===== config.mk =====
export PLATFORM = sky130hd
export DESIGN_NAME = io_responder
export DESIGN_NICKNAME = d
export VERILOG_FILES = /design/src/rtl/io_responder.sv
export SDC_FILE = /design/constraint.sdc
export NUM_CORES = 1
export LEC_CHECK = 0
export ABC_AREA = 1
export CAP_MARGIN = 10
export CORE_MARGIN = 1.5
export CORE_UTILIZATION = 50
export DETAILED_ROUTE_END_ITERATION = 10
export PLACE_DENSITY = 0.8
export SLEW_MARGIN = 25
export SYNTH_ARGS = -nofsm -noshare
export SYNTH_HDL_FRONTEND = slang
export SYNTH_SLANG_ARGS = --single-unit

===== constraint.sdc =====
create_clock -name i_clk -period 2.3 [get_ports i_clk]
set_input_delay 0.46 -clock i_clk [delete_from_list [all_inputs] [get_ports i_clk]]
set_output_delay 0.46 -clock i_clk [all_outputs]
set_load 0.05 [all_outputs]

===== src/rtl/io_responder.sv =====
// io_responder: memory-mapped IO target on the LSU request/response bus.
// Owns the LEDR/LEDG/LCD/HEX output registers and serves synchronized switches.
// One transaction in flight, with WAIT_CYCLES extra access cycles before the response.
// Optional feature macro: IO_RESP_ERR_EN (when undefined, o_rsp_err is tied to 0).
module io_responder #(
  parameter int unsigned WAIT_CYCLES = 1,
  parameter int unsigned SYNC_STAGES = 2
) (
  input  logic        i_clk,
  input  logic        i_reset,
  input  logic        i_req_vld,
  output logic        o_req_rdy,
  input  logic [31:0] i_req_addr,
  input  logic        i_req_wren,
  input  logic [31:0] i_req_wdata,
  input  logic [3:0]  i_req_bmask,
  output logic        o_rsp_vld,
  input  logic        i_rsp_rdy,
  output logic [31:0] o_rsp_rdata,
  output logic        o_rsp_err,
  input  logic [31:0] i_io_sw,
  output logic [31:0] o_io_ledr,
  output logic [31:0] o_io_ledg,
  output logic [31:0] o_io_lcd,
  output logic [6:0]  o_io_hex0,
  output logic [6:0]  o_io_hex1,
  output logic [6:0]  o_io_hex2,
  output logic [6:0]  o_io_hex3,
  output logic [6:0]  o_io_hex4,
  output logic [6:0]  o_io_hex5,
  output logic [6:0]  o_io_hex6,
  output logic [6:0]  o_io_hex7
);

  typedef enum logic [1:0] {IDLE, ACCESS, RESP} state_t;

  state_t      state, state_nxt;
  logic [19:0] addr_q;
  logic        wren_q;
  logic [31:0] wdata_q;
  logic [3:0]  bmask_q;
  logic [3:0]  cnt;
  logic [31:0] rdata_q;
  logic        err_q;
  logic [31:0] ledr, ledg, lcd;
  logic [6:0]  hex [8];
  logic [31:0] sync [SYNC_STAGES];
  logic        commit;
  logic        sel_ledr, sel_ledg, sel_hexlo, sel_hexhi, sel_lcd, sel_sw;
  logic        acc_err;
  logic [31:0] rd_data;
  logic        unused_bits;

  // Only the window/region nibbles of the address matter after acceptance.
  assign unused_bits = ^i_req_addr[11:0];

  assign commit    = (state == ACCESS) && (cnt == 4'd0);
  assign o_req_rdy = (state == IDLE);
  assign o_rsp_vld = (state == RESP);

  // State register.
  always_ff @(posedge i_clk or negedge i_reset) begin
    if (!i_reset) state <= IDLE;
    else          state <= state_nxt;
  end

  // Next-state logic: accept in IDLE, count down in ACCESS, hand off in RESP.
  always_comb begin
    state_nxt = state;
    case (state)
      IDLE:    if (i_req_vld) state_nxt = ACCESS;
      ACCESS:  if (cnt == 4'd0) state_nxt = RESP;
      RESP:    if (i_rsp_rdy) state_nxt = IDLE;
      default: state_nxt = IDLE;
    endcase
  end

  // Request latch and wait-state counter.
  always_ff @(posedge i_clk or negedge i_reset) begin
    if (!i_reset) begin
      addr_q  <= '0;
      wren_q  <= 1'b0;
      wdata_q <= '0;
      bmask_q <= '0;
      cnt     <= '0;
    end else if (state == IDLE && i_req_vld) begin
      addr_q  <= i_req_addr[31:12];
      wren_q  <= i_req_wren;
      wdata_q <= i_req_wdata;
      bmask_q <= i_req_bmask;
      cnt     <= 4'(WAIT_CYCLES);
    end else if (state == ACCESS && cnt != 4'd0) begin
      cnt <= cnt - 4'd1;
    end
  end

  // Address decode and read mux for the latched request.
  always_comb begin
    sel_ledr  = 1'b0;
    sel_ledg  = 1'b0;
    sel_hexlo = 1'b0;
    sel_hexhi = 1'b0;
    sel_lcd   = 1'b0;
    sel_sw    = 1'b0;
    rd_data   = '0;
    if (addr_q[19:4] == 16'h1000) begin
      case (addr_q[3:0])
        4'h0: sel_ledr  = 1'b1;
        4'h1: sel_ledg  = 1'b1;
        4'h2: sel_hexlo = 1'b1;
        4'h3: sel_hexhi = 1'b1;
        4'h4: sel_lcd   = 1'b1;
        4'h5: sel_sw    = 1'b1;
        default: ;
      endcase
    end
    acc_err = !(sel_ledr | sel_ledg | sel_hexlo | sel_hexhi | sel_lcd | sel_sw)
              || (wren_q && sel_sw);
    if (sel_ledr)  rd_data = ledr;
    if (sel_ledg)  rd_data = ledg;
    if (sel_hexlo) rd_data = {1'b0, hex[3], 1'b0, hex[2], 1'b0, hex[1], 1'b0, hex[0]};
    if (sel_hexhi) rd_data = {1'b0, hex[7], 1'b0, hex[6], 1'b0, hex[5], 1'b0, hex[4]};
    if (sel_lcd)   rd_data = lcd;
    if (sel_sw)    rd_data = sync[SYNC_STAGES-1];
  end

  // Response capture at commit; held stable through RESP.
  always_ff @(posedge i_clk or negedge i_reset) begin
    if (!i_reset) begin
      rdata_q <= '0;
      err_q   <= 1'b0;
    end else if (commit) begin
      rdata_q <= (wren_q || acc_err) ? '0 : rd_data;
      err_q   <= acc_err;
    end
  end

  assign o_rsp_rdata = rdata_q;
`ifdef IO_RESP_ERR_EN
  assign o_rsp_err = err_q;
`else
  assign o_rsp_err = 1'b0 & err_q;
`endif

  // Output registers: byte-enabled store at commit; SW and unmapped are never written.
  always_ff @(posedge i_clk or negedge i_reset) begin
    if (!i_reset) begin
      ledr <= '0;
      ledg <= '0;
      lcd  <= '0;
      for (int unsigned i = 0; i < 8; i++) hex[i] <= 7'h7F;
    end else if (commit && wren_q) begin
      for (int unsigned i = 0; i < 4; i++) begin
        if (bmask_q[i]) begin
          if (sel_ledr)  ledr[8*i +: 8] <= wdata_q[8*i +: 8];
          if (sel_ledg)  ledg[8*i +: 8] <= wdata_q[8*i +: 8];
          if (sel_lcd)   lcd[8*i +: 8]  <= wdata_q[8*i +: 8];
          if (sel_hexlo) hex[i]         <= wdata_q[8*i +: 7];
          if (sel_hexhi) hex[4+i]       <= wdata_q[8*i +: 7];
        end
      end
    end
  end

  // Switch synchronizer chain.
  always_ff @(posedge i_clk or negedge i_reset) begin
    if (!i_reset) begin
      for (int unsigned i = 0; i < SYNC_STAGES; i++) sync[i] <= '0;
    end else begin
      sync[0] <= i_io_sw;
      for (int unsigned i = 1; i < SYNC_STAGES; i++) sync[i] <= sync[i-1];
    end
  end

  assign o_io_ledr = ledr;
  assign o_io_ledg = ledg;
  assign o_io_lcd  = lcd;
  assign o_io_hex0 = hex[0];
  assign o_io_hex1 = hex[1];
  assign o_io_hex2 = hex[2];
  assign o_io_hex3 = hex[3];
  assign o_io_hex4 = hex[4];
  assign o_io_hex5 = hex[5];
  assign o_io_hex6 = hex[6];
  assign o_io_hex7 = hex[7];

endmodule


==> results of run 1 <==
==> final cells by class <==
class                      instances  area share
sequential                       311       0.459
multi-input combinational        973       0.248
inverter                         118      0.0259
tap                              330      0.0241
clock inverter                    10     0.00776
clock buffer                      47      0.0512
antenna                            1    0.000146
timing repair buffer             322       0.184
==> layer usage <==
metal,vias to the layer above,GRT usage
met2,492,0.466
met1,5287,0.369
li1,5244,-
met3,92,0.0583
met5,-,0
met4,0,0.0988
==> where the power goes <==
group          total (uW)  internal, uW  switching (uW)
clock network        5020          2950            2070
registers            6290          6060             231
logic                2220           604            1620
total               13500          9610            3920
==> what timing repair did <==
item,in CTS,in global routing
gates cloned,0,1
hold buffers,1,0
hold endpoints to repair,32,0
pin swaps,0,1
buffers inserted,0,1
endpoints found under the setup margin,60,120
gates resized for setup,60,16
==> path summary, 6_finish.rpt <==
kind	end	cells after the start
max	o_io_ledr[20]	1
min	sync[47]$_DFF_PN0_	1
max reg2reg	o_io_ledg[10]$_DFFE_PN0P_	10
min reg2reg	sync[22]$_DFF_PN0_	0
max in group asynchronous	o_io_hex1[1]$_DFFE_PN1P_	3
min in group asynchronous	sync[60]$_DFF_PN0_	2
==> Yosys cell counts, types with 2 or more instances <==
library cell and count:
nand2_1 542, dfrtp_1 255, nor2_1 82, buf_4 7, buf_2 15, inv_2 28
nand3_1 12, nor2_2 8, o21ai_1 115, clkbuf_1 49, buf_1 3, o21ai_0 112
inv_1 90, a21oi_1 60, dfstp_2 56, nor3_1 2, nand4_1 29
==> per-stage QoR <==
stage | power [uW] | utilization | setup TNS [ps]
global route | 14100 | 0.681 | -2150
finish | 13500 | 0.681 | 0
global placement | 8480 | 0.640 | 0
detailed placement | 8580 | 0.640 | 0
CTS | 13600 | 0.678 | 0
floorplan | 7640 | - | 0
==> kinds of logic after synthesis <==
group                      after synthesis  share of synthesized area
and+or+nand+nor                        679                      0.210
DFF                                    311                      0.615
AOI/OAI and AO/OA                      291                      0.115
buffers and inverters                  192                     0.0599
adders and majority gates                1                   0.000979
other                                    1                   0.000293
==> sequential cells by signal, indices dropped and copies added (netlist names), 7 cells and up <==
| register | cells |
|---|---|
| o_io_ledg | 32 |
| o_io_hex1 | 7 |
| o_io_ledr | 32 |
| o_io_lcd | 32 |
| sync | 64 |
| o_io_hex0 | 7 |
| o_io_hex7 | 7 |
| wdata_q | 32 |
| addr_q | 20 |
| o_io_hex4 | 7 |
| o_io_hex6 | 7 |
| o_io_hex2 | 7 |
| o_rsp_rdata | 32 |
| o_io_hex3 | 7 |
| o_io_hex5 | 7 |
==> impl_metrics.tcl, run 1 <==
set metrics [dict create \
    grt_overflow 0 \
    dieHeight_um 163 \
    die_x_um 163 \
    reg2reg_slack_ps 30 \
    synth.largest_area_cell "dfrtp_1" \
    cp_slowest_stage_delay_ps 890 \
    port_buffers 278 \
    synthArstFlopShare 1.00 \
    syn-num-nets 1581 \
    synth_area_um2 12800 \
    seqCellArea_um2 7850 \
    yosysSeqAreaShare 0.615 \
    rsz0062_at_grt "true" \
    wl_met2_mm 18.0 \
    met3_wirelength_mm 3.14 \
    post-synth-top-area-fraction 0.499 \
    fin_worst_hold_slack_ps 344 \
    multiInputGateArea_um2 4240 \
    vias 11100 \
    cts_tree "done" \
    ant_nets 0 \
    hold_violations 0 \
    area_growth_pct 33.8 \
    startpoint "o_io_ledr[20]$_DFFE_PN0P_" \
    grt_util_all_layers 0.282 \
    path_cells "clkdlybuf4s50_1" \
    place.detailed.hpwl_mm 26.0 \
    hp-start "i_io_sw[15]" \
    max_freq_mhz 438 \
    drc 0 \
    cts_max_level 1 \
    ys_warn_count 0 \
    critPathLaunchType "register" \
    path_buf_inv 1 \
    dpl.cell_count 2051 \
    drt_iter0_markers 882 \
    crit_family "buffers and inverters" \
    wl_mm 37.7 \
    grt_pass1_vias 10900 \
    avgRoutedWirePerCell_um 17.8 \
    p_leak_uw 0.00822 \
    numCtsBuffers 31 \
    layout_setup_ws_ps 16.5 \
    setup_violations 0 \
    hp-class "in -> reg" \
    cellPowerDensity_nw_per_um2 791 \
    clk_pin_slew_ps 70 \
    cts_sinks 311 \
    timing.rr.start "addr_q[19]$_DFFE_PN0P_" \
    rows 58 \
    first_pass_iters 5 \
    nNetsFinal 1863 \
    vias_per_cell 5.26 \
    wl_met1_mm 15.2 \
    arrival_ps 1820 \
    syn_area_per_cell_um2 8.66 \
    worstPathRequired_ps 1840 \
    stdcell_count 2112 \
    cts_root_buf "clkbuf_16" \
    drv_slew 0 \
    critical_path_class "reg -> out" \
    antenna_found_initial 1 \
    syn_inst 1475 \
    drive_above_1_share 0.112 \
    slowest_stage "clkdlybuf4s50_1" \
    finClkSkew_ps 9.75 \
    dieArea_um2 26500 \
    design_area_um2 17100 \
    synth-edff-count 0 \
    io_pins 292 \
    placed_area_um2 16100 \
    ys_ff_latch 311 \
    nFillCells 2012 \
    worstMarginPinSlew_ps 694 \
    layout_commonest_cell "nand2_1" \
    critPathMaxFanout 3 \
    start_util 0.509 \
    gp_congestion 0.891 \
    worst_setup_path_end_kind "output pin" \
    ys.flop_type "dfrtp_1" \
    yosys-top-cells-area "dfrtp_1 (50%), nand2_1 (16%), dfstp_2 (12%)" \
    run_status "finished clean" \
    final_cell_mix "nand2_1 (533), dfrtp_1 (255), clkdlybuf4s50_1 (212)" \
    clk_latency_ps 550 \
    maxCapViolCount 0 \
    place_ws_ps 4.76 \
    grt_first_pass_wirelength_mm 58.0 \
    timing.final.crit_share 0.993 \
    clock_path_buffers 3 \
    grt_max_degree 82 \
    ir_drop_mv 0.606 \
    top_layer "met4" \
    core-area_um2 25100 \
    synth_cell_types 27 \
    relSlewSlack 0.536 \
    fin_crit_ps 2280 \
]
Note: power is estimated with default switching activity, not from simulation.
==> run 2, diff against run 1 <==
Settings changed: CORE_MARGIN 1.5 to 5.
==> run 2 against run 1 <==
Against the previous run:
- hold slack got worse by 4.9 ps
- flip-flop and latch count unchanged
- non-clock buffer count increased by 3
- clock power increased by 10%
- sequential share of layout area decreased by 0.70 points
- first-iteration DRC count increased by 32%
==> impl_metrics.tcl, run 2 (synthesized netlist as in run 1, its figures left out) <==
set metrics [dict create \
    gr-usage-met3 0.0609 \
    first_pass_iters 5 \
    arrival_ps 1770 \
    port_buffers 278 \
    critPathLaunchType "register" \
    use_met2 0.428 \
    cp_slowest_stage_delay_ps 890 \
    path_buf_inv 1 \
    worst_setup_path_end_kind "output pin" \
    antenna_found_initial 1 \
    grt_use_met1 0.356 \
    nNetsFinal 1869 \
    timing.rr.start "addr_q[0]$_DFFE_PN0P_" \
    place.detailed.hpwl_mm 27.3 \
    wl_mm 39.2 \
    ir_drop_mv 0.687 \
    run_status "finished clean" \
    crit_family "buffers and inverters" \
    ant_nets 0 \
    cts_root_buf "clkbuf_16" \
    cts_tree "done" \
    clkPwrFrac 0.391 \
    p_leak_uw 0.00828 \
    final_cell_mix "nand2_1 (521), dfrtp_1 (255), clkdlybuf4s50_1 (215)" \
    setup_violations 0 \
    relSlewSlack 0.517 \
    drt_iter0_markers 1167 \
    vias 11400 \
    p_sw_uw 4010 \
    grt_overflow 0 \
    rows 58 \
    critical_path_class "reg -> out" \
    cts_sinks 311 \
    top_register "sync" \
    critPathMaxFanout 3 \
    clock_path_buffers 3 \
    finClkSkew_ps 11.0 \
    path_cells "clkdlybuf4s50_1" \
    rsz0062_at_grt "true" \
    design_area_um2 17400 \
    hold_violations 0 \
    timing.final.crit_share 0.971 \
    max_freq_mhz 448 \
    drc 0 \
    worstPathRequired_ps 1840 \
    fin_crit_ps 2230 \
    gp_congestion 0.903 \
    core-area_um2 25200 \
    layout_commonest_cell "nand2_1" \
    grt_max_degree 81 \
    cellPowerDensity_nw_per_um2 814 \
    die_x_um 170 \
    placed_area_um2 16200 \
    slowest_stage "clkdlybuf4s50_1" \
    grt_first_pass_wirelength_mm 60.9 \
    pwr-share-seq 0.445 \
    vias_per_cell 5.37 \
    dieArea_um2 28900 \
    cts_max_level 2 \
    numCtsBuffers 34 \
    dieHeight_um 170 \
    io_pins 292 \
    clk_latency_ps 510 \
    largest_register_ff_count 64 \
    grt-busiest-layer "met2" \
    avgRoutedWirePerCell_um 18.5 \
    nFillCells 1900 \
    dpl.cell_count 2053 \
    start_util 0.507 \
    maxCapViolCount 0 \
    stdcell_count 2118 \
    p_int_uw 10100 \
    startpoint "o_io_ledr[20]$_DFFE_PN0P_" \
    hp-start "sync[56]$_DFF_PN0_" \
    pwr-share-comb 0.164 \
    worstMarginPinSlew_ps 723 \
    area_growth_pct 35.9 \
    drv_slew 0 \
    p_sw_frac 0.284 \
    drive_above_1_share 0.123 \
    grt_util_all_layers 0.268 \
    grt_pass1_vias 11400 \
    tns_ps 0 \
    hp-class "reg -> reg" \
    clk_pin_slew_ps 60 \
]
==> run 2: stage by stage <==
stage | hold slack [ps] | util | setup slack (ps) | total power [uW]
CTS | 341 | 0.685 | 2.19 | 14100
detailed placement | 335 | 0.641 | -149 | 8620
floorplan | 164 | - | 31.1 | 7640
global placement | 333 | 0.641 | -5.83 | 8520
finish | 339 | 0.690 | 66.7 | 14100
global route | 353 | 0.689 | -27.4 | 14700
==> run 2: worst reg2reg max path, stage by stage (launching register included) <==
cell	delay [ps]
dfrtp_1	410
inv_2	80
nor2_1	60
inv_1	70
nor2_2	60
o21ai_0	310
nand2_2	230
o21bai_4	620
nor2_1	120
nand2_1	90
nand2_1	50
==> run 2: repair_timing <==
action	4_1_cts	5_1_grt
setup buffers	0	2
endpoints found under the setup margin	84	176
pin swaps	1	1
hold endpoints to repair	49	0
hold buffers	1	0
gates resized for setup	63	26
cloned	0	1
==> run 2: worst paths after layout <==
path / cells past startpoint / endpoint / slack [ps]
worst min-delay path: 0 / sync[24]$_DFF_PN0_ / 340
worst min register to register: 0 / sync[24]$_DFF_PN0_ / 340
min in group asynchronous: 2 / sync[58]$_DFF_PN0_ / 530
worst max-delay path: 1 / o_io_ledr[20] / 70
max in group asynchronous: 4 / addr_q[17]$_DFFE_PN0P_ / 1000
worst max register to register: 10 / o_rsp_rdata[2]$_DFFE_PN0P_ / 100
==> run 2: routing by layer <==
metal / routed length, um / vias up
met2: 18200 / 556
met4: 1650 / 0
met3: 3690 / 100
met1: 15700 / 5452
met5: 0 / -
li1: - / 5270
==> run 2: cell type report <==
type                       count  area [um2]  share of cell area
sequential                   311        7850               0.452
multi-input combinational    973        4290               0.247
timing repair buffer         325        3220               0.185
clock buffer                  54        1040              0.0599
inverter                     118         448              0.0258
tap                          330         413              0.0238
clock inverter                 5         100             0.00576
antenna                        2        5.00            0.000288
==> run 2: power groups by stage <==
| stage | clock network, uW | logic [uW] | registers (uW) |
|---|---|---|---|
| 2_1_floorplan | 0 | 1320 | 6320 |
| 6_report | 5520 | 2320 | 6290 |
| 4_1_cts | 5590 | 2270 | 6280 |
| 3_3_place_gp | 0 | 2170 | 6350 |
| 5_1_grt | 5810 | 2600 | 6340 |
| 3_5_place_dp | 0 | 2250 | 6370 |
